## config.mk

```make
export PLATFORM = sky130hd
export DESIGN_NAME = cordic_pair_sched
export DESIGN_NICKNAME = d
export VERILOG_FILES = /design/src/rtl/cordic_pkg.sv /design/src/rtl/cordic_gain_comp.sv /design/src/rtl/cordic_pair_sched.sv
export SDC_FILE = /design/constraint.sdc
export NUM_CORES = 2
export LEC_CHECK = 0
export BUFFER_PORTS_ARGS = -buffer_cell sky130_fd_sc_hd__buf_2
export CORE_AREA = 2 2 345 347
export CTS_BUF_LIST = sky130_fd_sc_hd__clkbuf_16
export DETAILED_ROUTE_END_ITERATION = 10
export DIE_AREA = 0 0 347 349
export GPL_ROUTABILITY_DRIVEN = 1
export GPL_TIMING_DRIVEN = 0
export PLACE_DENSITY = 0.52
export RECOVER_POWER = 100
export SYNTH_ARGS = -nofsm -noshare
export SYNTH_HDL_FRONTEND = slang
export SYNTH_HIERARCHICAL = 1
export SYNTH_SLANG_ARGS = --single-unit
```

## constraint.sdc

```tcl
create_clock -name clk -period 3.62 [get_ports clk]
set_input_delay 0.724 -clock clk [delete_from_list [all_inputs] [get_ports clk]]
set_output_delay 0.724 -clock clk [all_outputs]
set_load 0.01 [all_outputs]
```

## src/rtl/cordic_pkg.sv

```systemverilog
// Shared constants, FSM state type and lane pack/unpack helpers for the CORDIC pair scheduler.
package cordic_pkg;
  localparam int WIDTH           = 24;
  localparam int N_LANE          = 8;
  localparam int WIDTH_INDEX     = 3;
  localparam int WIDTH_SHIFT_BIT = 4;
  localparam int NUM_ITER        = 16;
  localparam int BUS_W           = 2 * N_LANE * WIDTH;

  localparam logic [WIDTH_SHIFT_BIT-1:0] LAST_ITER = WIDTH_SHIFT_BIT'(NUM_ITER - 1);
  localparam logic [2:0]                 LAST_LANE = 3'(N_LANE - 1);

  typedef logic [WIDTH-1:0]    word_t;
  typedef word_t [N_LANE-1:0]  lane_vec_t;
  typedef logic [BUS_W-1:0]    pair_bus_t;

  typedef enum logic [2:0] {IDLE, LOAD, ROTATE, CAPTURE, DRAIN} state_t;

  // Bus layout is {y7..y0, x7..x0}; lane 0 sits in the least significant word.
  function automatic pair_bus_t pack_pair(input lane_vec_t x, input lane_vec_t y);
    return {y, x};
  endfunction

  function automatic lane_vec_t unpack_x(input pair_bus_t b);
    return b[N_LANE*WIDTH-1:0];
  endfunction

  function automatic lane_vec_t unpack_y(input pair_bus_t b);
    return b[BUS_W-1:N_LANE*WIDTH];
  endfunction
endpackage

```

## src/rtl/cordic_gain_comp.sv

```systemverilog
// Combinational CORDIC gain compensation: dout = din * (2^-1 + 2^-3 - 2^-6 - 2^-9),
// each term an arithmetic right shift (truncating), sum wrapping at WIDTH.
module cordic_gain_comp
  import cordic_pkg::*;
(
  input  logic [WIDTH-1:0] din,
  output logic [WIDTH-1:0] dout
);
  logic signed [WIDTH-1:0] s;

  assign s    = signed'(din);
  assign dout = $unsigned((s >>> 1) + (s >>> 3) - (s >>> 6) - (s >>> 9));
endmodule

```

## src/rtl/cordic_pair_sched.sv

```systemverilog
// Load / rotate / capture / drain sequencer around the 2x8 CORDIC array.
// Optional macro SCALE_COMP_EN adds a second CAPTURE cycle applying the CORDIC gain correction.
module cordic_pair_sched
  import cordic_pkg::*;
(
  input  logic                       clk,
  input  logic                       rst_n,
  input  logic                       in_valid,
  output logic                       in_ready,
  input  logic [WIDTH-1:0]           in_x,
  input  logic [WIDTH-1:0]           in_y,
  input  logic [WIDTH_INDEX-1:0]     in_index,
  output logic [BUS_W-1:0]           arr_data_in,
  output logic [WIDTH_INDEX-1:0]     arr_index,
  output logic                       arr_ce0,
  output logic                       arr_ce1,
  input  logic [WIDTH_SHIFT_BIT-1:0] arr_count,
  input  logic [BUS_W-1:0]           arr_data_out,
  output logic                       out_valid,
  input  logic                       out_ready,
  output logic [WIDTH-1:0]           out_x,
  output logic [WIDTH-1:0]           out_y,
  output logic                       out_last,
  output logic                       busy
);
  // Handshakes: a beat transfers on the rising edge where valid & ready are both high;
  // valid never waits on ready, and the producer holds data stable until the transfer.
  state_t                     state;
  logic [2:0]                 ptr;
  lane_vec_t                  ld_x, ld_y, res_x, res_y, cap_x, cap_y;
  logic [WIDTH_SHIFT_BIT-1:0] rot_cnt;
  logic                       in_fire, out_fire, rot_done;

  assign in_fire     = in_valid & in_ready;
  assign out_fire    = out_valid & out_ready;
  assign rot_done    = arr_ce1 && (arr_count == LAST_ITER) && (rot_cnt == LAST_ITER);
  assign arr_data_in = pack_pair(ld_x, ld_y);
  assign out_x       = res_x[ptr];
  assign out_y       = res_y[ptr];
  assign busy        = (state != IDLE);

  // A pivot of 4 or more never enables the lower group, so those lanes bypass the array.
  always_comb begin
    cap_x = unpack_x(arr_data_out);
    cap_y = unpack_y(arr_data_out);
    if (arr_index[WIDTH_INDEX-1]) begin
      for (int i = 0; i < N_LANE / 2; i++) begin
        cap_x[i] = ld_x[i];
        cap_y[i] = ld_y[i];
      end
    end
  end

`ifdef SCALE_COMP_EN
  lane_vec_t scl_x, scl_y;
  logic      cap_second;

  for (genvar g = 0; g < N_LANE; g++) begin : g_gain
    cordic_gain_comp u_gain_x (.din(res_x[g]), .dout(scl_x[g]));
    cordic_gain_comp u_gain_y (.din(res_y[g]), .dout(scl_y[g]));
  end
`endif

  always_ff @(posedge clk) begin
    if (!rst_n) begin
      state     <= IDLE;
      ptr       <= '0;
      ld_x      <= '0;
      ld_y      <= '0;
      res_x     <= '0;
      res_y     <= '0;
      arr_index <= '0;
      arr_ce0   <= 1'b0;
      arr_ce1   <= 1'b0;
      rot_cnt   <= '0;
      in_ready  <= 1'b1;
      out_valid <= 1'b0;
      out_last  <= 1'b0;
`ifdef SCALE_COMP_EN
      cap_second <= 1'b0;
`endif
    end else begin
      case (state)
        IDLE: begin
          if (in_fire) begin
            ld_x[0]   <= in_x;
            ld_y[0]   <= in_y;
            arr_index <= in_index;
            ptr       <= 3'd1;
            state     <= LOAD;
          end
        end
        LOAD: begin
          if (in_fire) begin
            ld_x[ptr] <= in_x;
            ld_y[ptr] <= in_y;
            ptr       <= ptr + 3'd1;
            if (ptr == LAST_LANE) begin
              state    <= ROTATE;
              in_ready <= 1'b0;
              arr_ce1  <= 1'b1;
              arr_ce0  <= ~arr_index[WIDTH_INDEX-1];
              rot_cnt  <= '0;
            end
          end
        end
        ROTATE: begin
          // Local count guarantees at least NUM_ITER enabled cycles whatever the array reports.
          if (rot_cnt != LAST_ITER) rot_cnt <= rot_cnt + WIDTH_SHIFT_BIT'(1);
          if (rot_done) begin
            state   <= CAPTURE;
            arr_ce0 <= 1'b0;
            arr_ce1 <= 1'b0;
          end
        end
        CAPTURE: begin
`ifdef SCALE_COMP_EN
          if (!cap_second) begin
            res_x      <= cap_x;
            res_y      <= cap_y;
            cap_second <= 1'b1;
          end else begin
            res_x      <= scl_x;
            res_y      <= scl_y;
            cap_second <= 1'b0;
            state      <= DRAIN;
            out_valid  <= 1'b1;
          end
`else
          res_x     <= cap_x;
          res_y     <= cap_y;
          state     <= DRAIN;
          out_valid <= 1'b1;
`endif
        end
        DRAIN: begin
          if (out_fire) begin
            ptr      <= ptr + 3'd1;
            out_last <= (ptr == LAST_LANE - 3'd1);
            if (ptr == LAST_LANE) begin
              state     <= IDLE;
              out_valid <= 1'b0;
              in_ready  <= 1'b1;
            end
          end
        end
        default: state <= IDLE;
      endcase
    end
  end
endmodule

```

Word-level counts from Yosys, hierarchy flattened:

Cells that the tools add are included.

* output and inout bits: 441
* flip-flop bits (word level): 786
* input port bits: 443
* logic and storage cells: 127

* bitwise gates (word level): 3
* eq/ne operators: 16
* mux-type cells: 43
* order comparisons: 2
* $add $sub $neg: 2
* reduce and logical (&&, ||, !) cells: 20

Operators by type and width (count)
* bitwise mux 192 bit: 2
* two-way mux 96 bit: 2
* two-way mux 24 bit: 7
* binary-select mux 24 bit (select 3 bit): 2
* case mux 24 bit (2 select lines): 2
* demux 24 bit (select 3 bit): 1
* two-way mux 3 bit: 8
* case mux 3 bit (5 select lines): 1
* inequality test 2 bit, second input constant: 7
* two-way mux 4 bit: 3
* AND reduction 4 bit: 3
* equality test 3 bit, second input constant: 3
* two-way mux 1 bit: 9
* case mux 3 bit (3 select lines): 1
* equality test 4 bit, second input constant: 2
* case mux 1 bit (2 select lines): 4
* case mux 4 bit (2 select lines): 1
* nonzero test 2 bit: 4
* equality test 3 x 2 -> 1 bit, second input constant: 2
* AND reduction 2 bit: 3
* AND reduction 3 bit: 2
* AND reduction 6 bit: 1
* nonzero test 3 bit: 2
* AND reduction 5 bit: 1
* other kinds (10): 13

Longest topological paths before layout:

* word-level depth: 7
* mapped depth: 9
* mapped depth without buffers: 6

Worst setup path before layout:

OpenSTA, ideal clock, no wires.

* path kind: register -> output
* from: register ptr[1]
* to: output port out_x[17]
* stages on the path, launching flop included: 7
* slack: 1.266 ns
* arrival time: 1.630 ns
* data required time: 2.896 ns
* cells stage by stage: dfxtp_1 > buf_6 > buf_6 > buf_4 > mux2_2 > a221oi_1 > o21ai_0

* cells in the longest elaborated chain, start to end: 2

Ends and longest elaborated chain
* start: declaration: line cordic_pair_sched.sv:29 `logic [2:0] ptr;`
* start signal: assignment: line cordic_pair_sched.sv:97 `ptr <= ptr + 3'd1;`
* start signal: assignment: line cordic_pair_sched.sv:138 `ptr <= ptr + 3'd1;`
* binary-select mux 24 bit (select 3 bit): line cordic_pair_sched.sv:38 `assign out_x = res_x[ptr];`
* two-way mux 24 bit (not written as such): line cordic_pair_sched.sv:38
* end: declaration: line cordic_pair_sched.sv:21 `output logic [WIDTH-1:0] out_x,`

Every way passes these cells. The select of a mux whose other input is x is not followed.

Final worst setup path:

* from: register ptr[0]
* to: output port out_y[2]

* cells in the longest elaborated chain, start to end: 2

Ends and longest elaborated chain
* binary-select mux 24 bit (select 3 bit): line cordic_pair_sched.sv:39 `assign out_y = res_y[ptr];`
* two-way mux 24 bit (not written as such): line cordic_pair_sched.sv:39
* end: declaration: line cordic_pair_sched.sv:22 `output logic [WIDTH-1:0] out_y,`

Every way passes these cells. The select of a mux whose other input is x is not followed.

==> flow_metrics.py <==
metrics = {
    "cts": {
        "clk_pin_slew_worst_paths_ps": 60,
        "cts_tree": "yes",
        "cts_hold_buffers": 0,
        "cts_root_buf": "clkbuf_16",
        "cts_max_path_buffers": 3,
        "cts_made_buffers": 90,
        "clkLatencyLatePin_ps": 680,
        "h-tree-depth": 3,
        "cts.sinks": 786,
    },
    "global_routing": {
        "grt_max_degree": 14,
        "gr-max-usage-layer": "met2",
        "grt_use_met2": 0.473,
        "grtUsageMet3": 0.0843,
        "antenna_found_initial": 66,
        "grt-ovfl-total": 0,
        "first_global_vias": 30378,
        "track_usage": 0.302,
        "grt_pass1_wl_mm": 254,
        "met1_usage": 0.396,
    },
    "synth": {
        "netlist_area_um2": 32600,
        "synthArstFlopShare": 0,
        "synth.mux.area_fraction": 0.150,
        "synth-simple-area-share": 0.144,
        "synth_cells": 3467,
        "yosysWarnings": 6,
        "syn_area_per_cell_um2": 9.41,
        "ys_seq_area_frac": 0.482,
        "synth_compound_area_frac": 0.174,
        "ys_seq_elements": 786,
        "synth_edf_count": 0,
        "synth_adder_area_share": 0.00153,
        "synth.distinct_cells": 61,
        "synth_xor_area_frac": 0.000805,
        "synthFlopType": "dfxtp_1",
        "synth_fp_nets": 3914,
        "synth_top_family_by_area": "compound AO/OA/AOI/OAI gates",
    },
    "sta": {
        "rsz0062_at_grt": "no",
        "finalSetupViolCount": 2,
        "tightest_slew_ps": 1240,
        "worst_slack_ps": -25.8,
        "slew_violations": 0,
        "relSlewSlack": 0.171,
        "period_needed_ps": 3650,
        "finClkSkew_ps": 25.4,
        "hold_viol": 0,
        "finalCritPeriodShare": 1.01,
        "max_freq_ghz": 0.274,
    },
    "placed_design": {
        "placed_area_um2": 39000,
        "globalplace.congestion": 0.983,
        "io_buffers": 882,
        "dp_slack_ps": -107,
        "dpl.hpwl_mm": 156,
    },
    "hold_path": {
        "whs_path_depth": 3,
        "hp-class": "input port to flop",
    },
    "worst_setup_path": {
        "worstPathMaxFanout": 10,
        "critPathRequiredTime_ps": 2900,
        "worstSetupStartpoint": "ptr[0]",
        "crit_arrival_ps": 2920,
        "reg2regPathDepth": 7,
        "crit_path_end_kind": "primary output",
        "path_class": "flop to primary output",
        "crit_path_end": "out_y[2]",
        "r2r_start": "state[1]",
        "r2r-end": "res_x[102]",
        "ff2ff_setup_slack_ps": 120,
        "worstSetupStartpointType": "flop",
    },
    "floorplan": {
        "num_rows": 126,
        "start_util": 0.278,
        "io_pins": 884,
        "dieArea_um2": 121000,
        "core-area_um2": 117000,
        "die_h_um": 349,
        "die_w_um": 347,
    },
    "power_and_ir_drop": {
        "peakVddDrop_mv": 0.307,
        "power.density_nw_per_um2": 473,
        "power_leakage_nw": 18.8,
    },
    "finish": {
        "drive_above_1_share": 0.190,
        "syn_to_final_growth_pct": 27.4,
        "stdcell_area_um2": 41600,
        "final_cell_mix": "866 x nand2_1, 785 x dfxtp_1, 599 x buf_2, 526 x clkbuf_1, 407 x mux2i_1",
        "layout.nets": 4891,
        "final_common_cell": "nand2_1",
        "final_util": 0.354,
    },
    "routing": {
        "route.vias.total": 32254,
        "drt-pass1-iter-count": 6,
        "via_per_inst": 5.31,
        "drt-initial-drc-count": 3282,
        "wl_per_cell_um": 31.4,
        "wl_mm": 191,
        "antenna_left": 0,
        "drc_errors": 0,
    },
    "flow_run": {
        "maxCapViolCount": 0,
    },
    "status": {
        "violations": "setup timing",
        "outcome": "finished with violations",
    },
}
## Yosys cell counts, types with 4 or more instances
library cell | instances | area share
a222oi_1 | 7 | 0.0021
a31oi_1 | 5 | 0.00096
ha_1 | 4 | 0.0015
dfxtp_1 | 786 | 0.48
o21ai_0 | 209 | 0.032
nand3_1 | 215 | 0.033
o211ai_1 | 7 | 0.0016
and2_1 | 4 | 0.00077
a221o_1 | 6 | 0.0018
mux4_2 | 20 | 0.014
a21boi_1 | 109 | 0.025
a211o_1 | 4 | 0.0011
nand2_1 | 866 | 0.10
o211a_1 | 192 | 0.059
a221oi_1 | 37 | 0.0099
buf_2 | 141 | 0.022
a22o_1 | 4 | 0.0011
mux2_2 | 32 | 0.011
nor2b_1 | 9 | 0.0017
a21oi_1 | 15 | 0.0023
a21boi_0 | 85 | 0.020
buf_4 | 16 | 0.0037
a22oi_1 | 43 | 0.0099
mux2i_1 | 408 | 0.13
nor2_1 | 19 | 0.0022
buf_6 | 15 | 0.0052
buf_1 | 23 | 0.0026
o21ai_1 | 13 | 0.0020
clkbuf_1 | 117 | 0.013
## layout make-up
cell class	instances	area [um^2]
clock buffer	91	2280
tap	1536	1920
multi-input combinational	2365	15400
clock inverter	74	619
sequential	786	15700
buffer	312	1570
fill	12500	75900
inverter	4	15.0
antenna	18	45.0
timing repair buffer	885	3950
## sequential cells by signal, indices dropped and copies added (netlist names)
signal / flops
arr_ce1: 1
res_x: 192
arr_index: 3
arr_data_in: 384
out_last: 1
out_valid: 1
ptr: 3
in_ready: 1
rot_cnt: 4
state: 3
arr_ce0: 1
res_y: 192
## power breakdown
group	internal, mW	switching (mW)	total, mW
Sequential	8.71	0.0945	8.80
Combinational	0.474	1.13	1.60
Clock	5.22	4.04	9.26
## what timing repair did
action,4_1_cts,5_1_grt
gates resized for setup,67,5
pin swaps,3,0
setup buffers,3,0
setup endpoints to repair,45,5
## worst max-delay path, stage by stage, from the launching register on
cell and delay (ps):
dfxtp_1 440, buf_6 200, nor2b_1 130, clkbuf_1 640
a21oi_1 170, o211ai_1 430, buf_2 220
## per-stage QoR
step | TNS, ps | cells | total power [mW] | hold WS (ps)
after detailed placement | -315 | 5885 | 10.6 | 445
after floorplan | 0 | 3467 | 9.55 | 432
final | -46.8 | 6071 | 19.7 | 273
after global placement | -148 | 5885 | 10.6 | 438
after CTS | -7.27 | 6053 | 19.7 | 238
after global routing | 0 | 6060 | 20.1 | 279
## per-layer routing
metal / wire, um / up-vias
li1: - / 14198
met1: 81000 / 15994
met2: 84300 / 1589
met3: 17800 / 397
met4: 7290 / 76
met5: 484 / -
## logic make-up after synthesis
kind of cell | Yosys count
flops | 786
mux | 461
buf+inv | 316
simple gates | 1140
fa+ha+maj | 4
xor+xnor | 3
compound gates | 757
## worst min-delay path by stage
stage,startpoint,endpoint
global placement,res_y[103],res_y[103]
floorplan,res_x[136],res_x[136]
global route,arr_data_out[190],res_x[190]
CTS,arr_data_out[190],res_x[190]
finish,arr_data_out[190],res_x[190]
detailed placement,res_x[130],res_x[130]
Power figures use the tool's default switching activity.
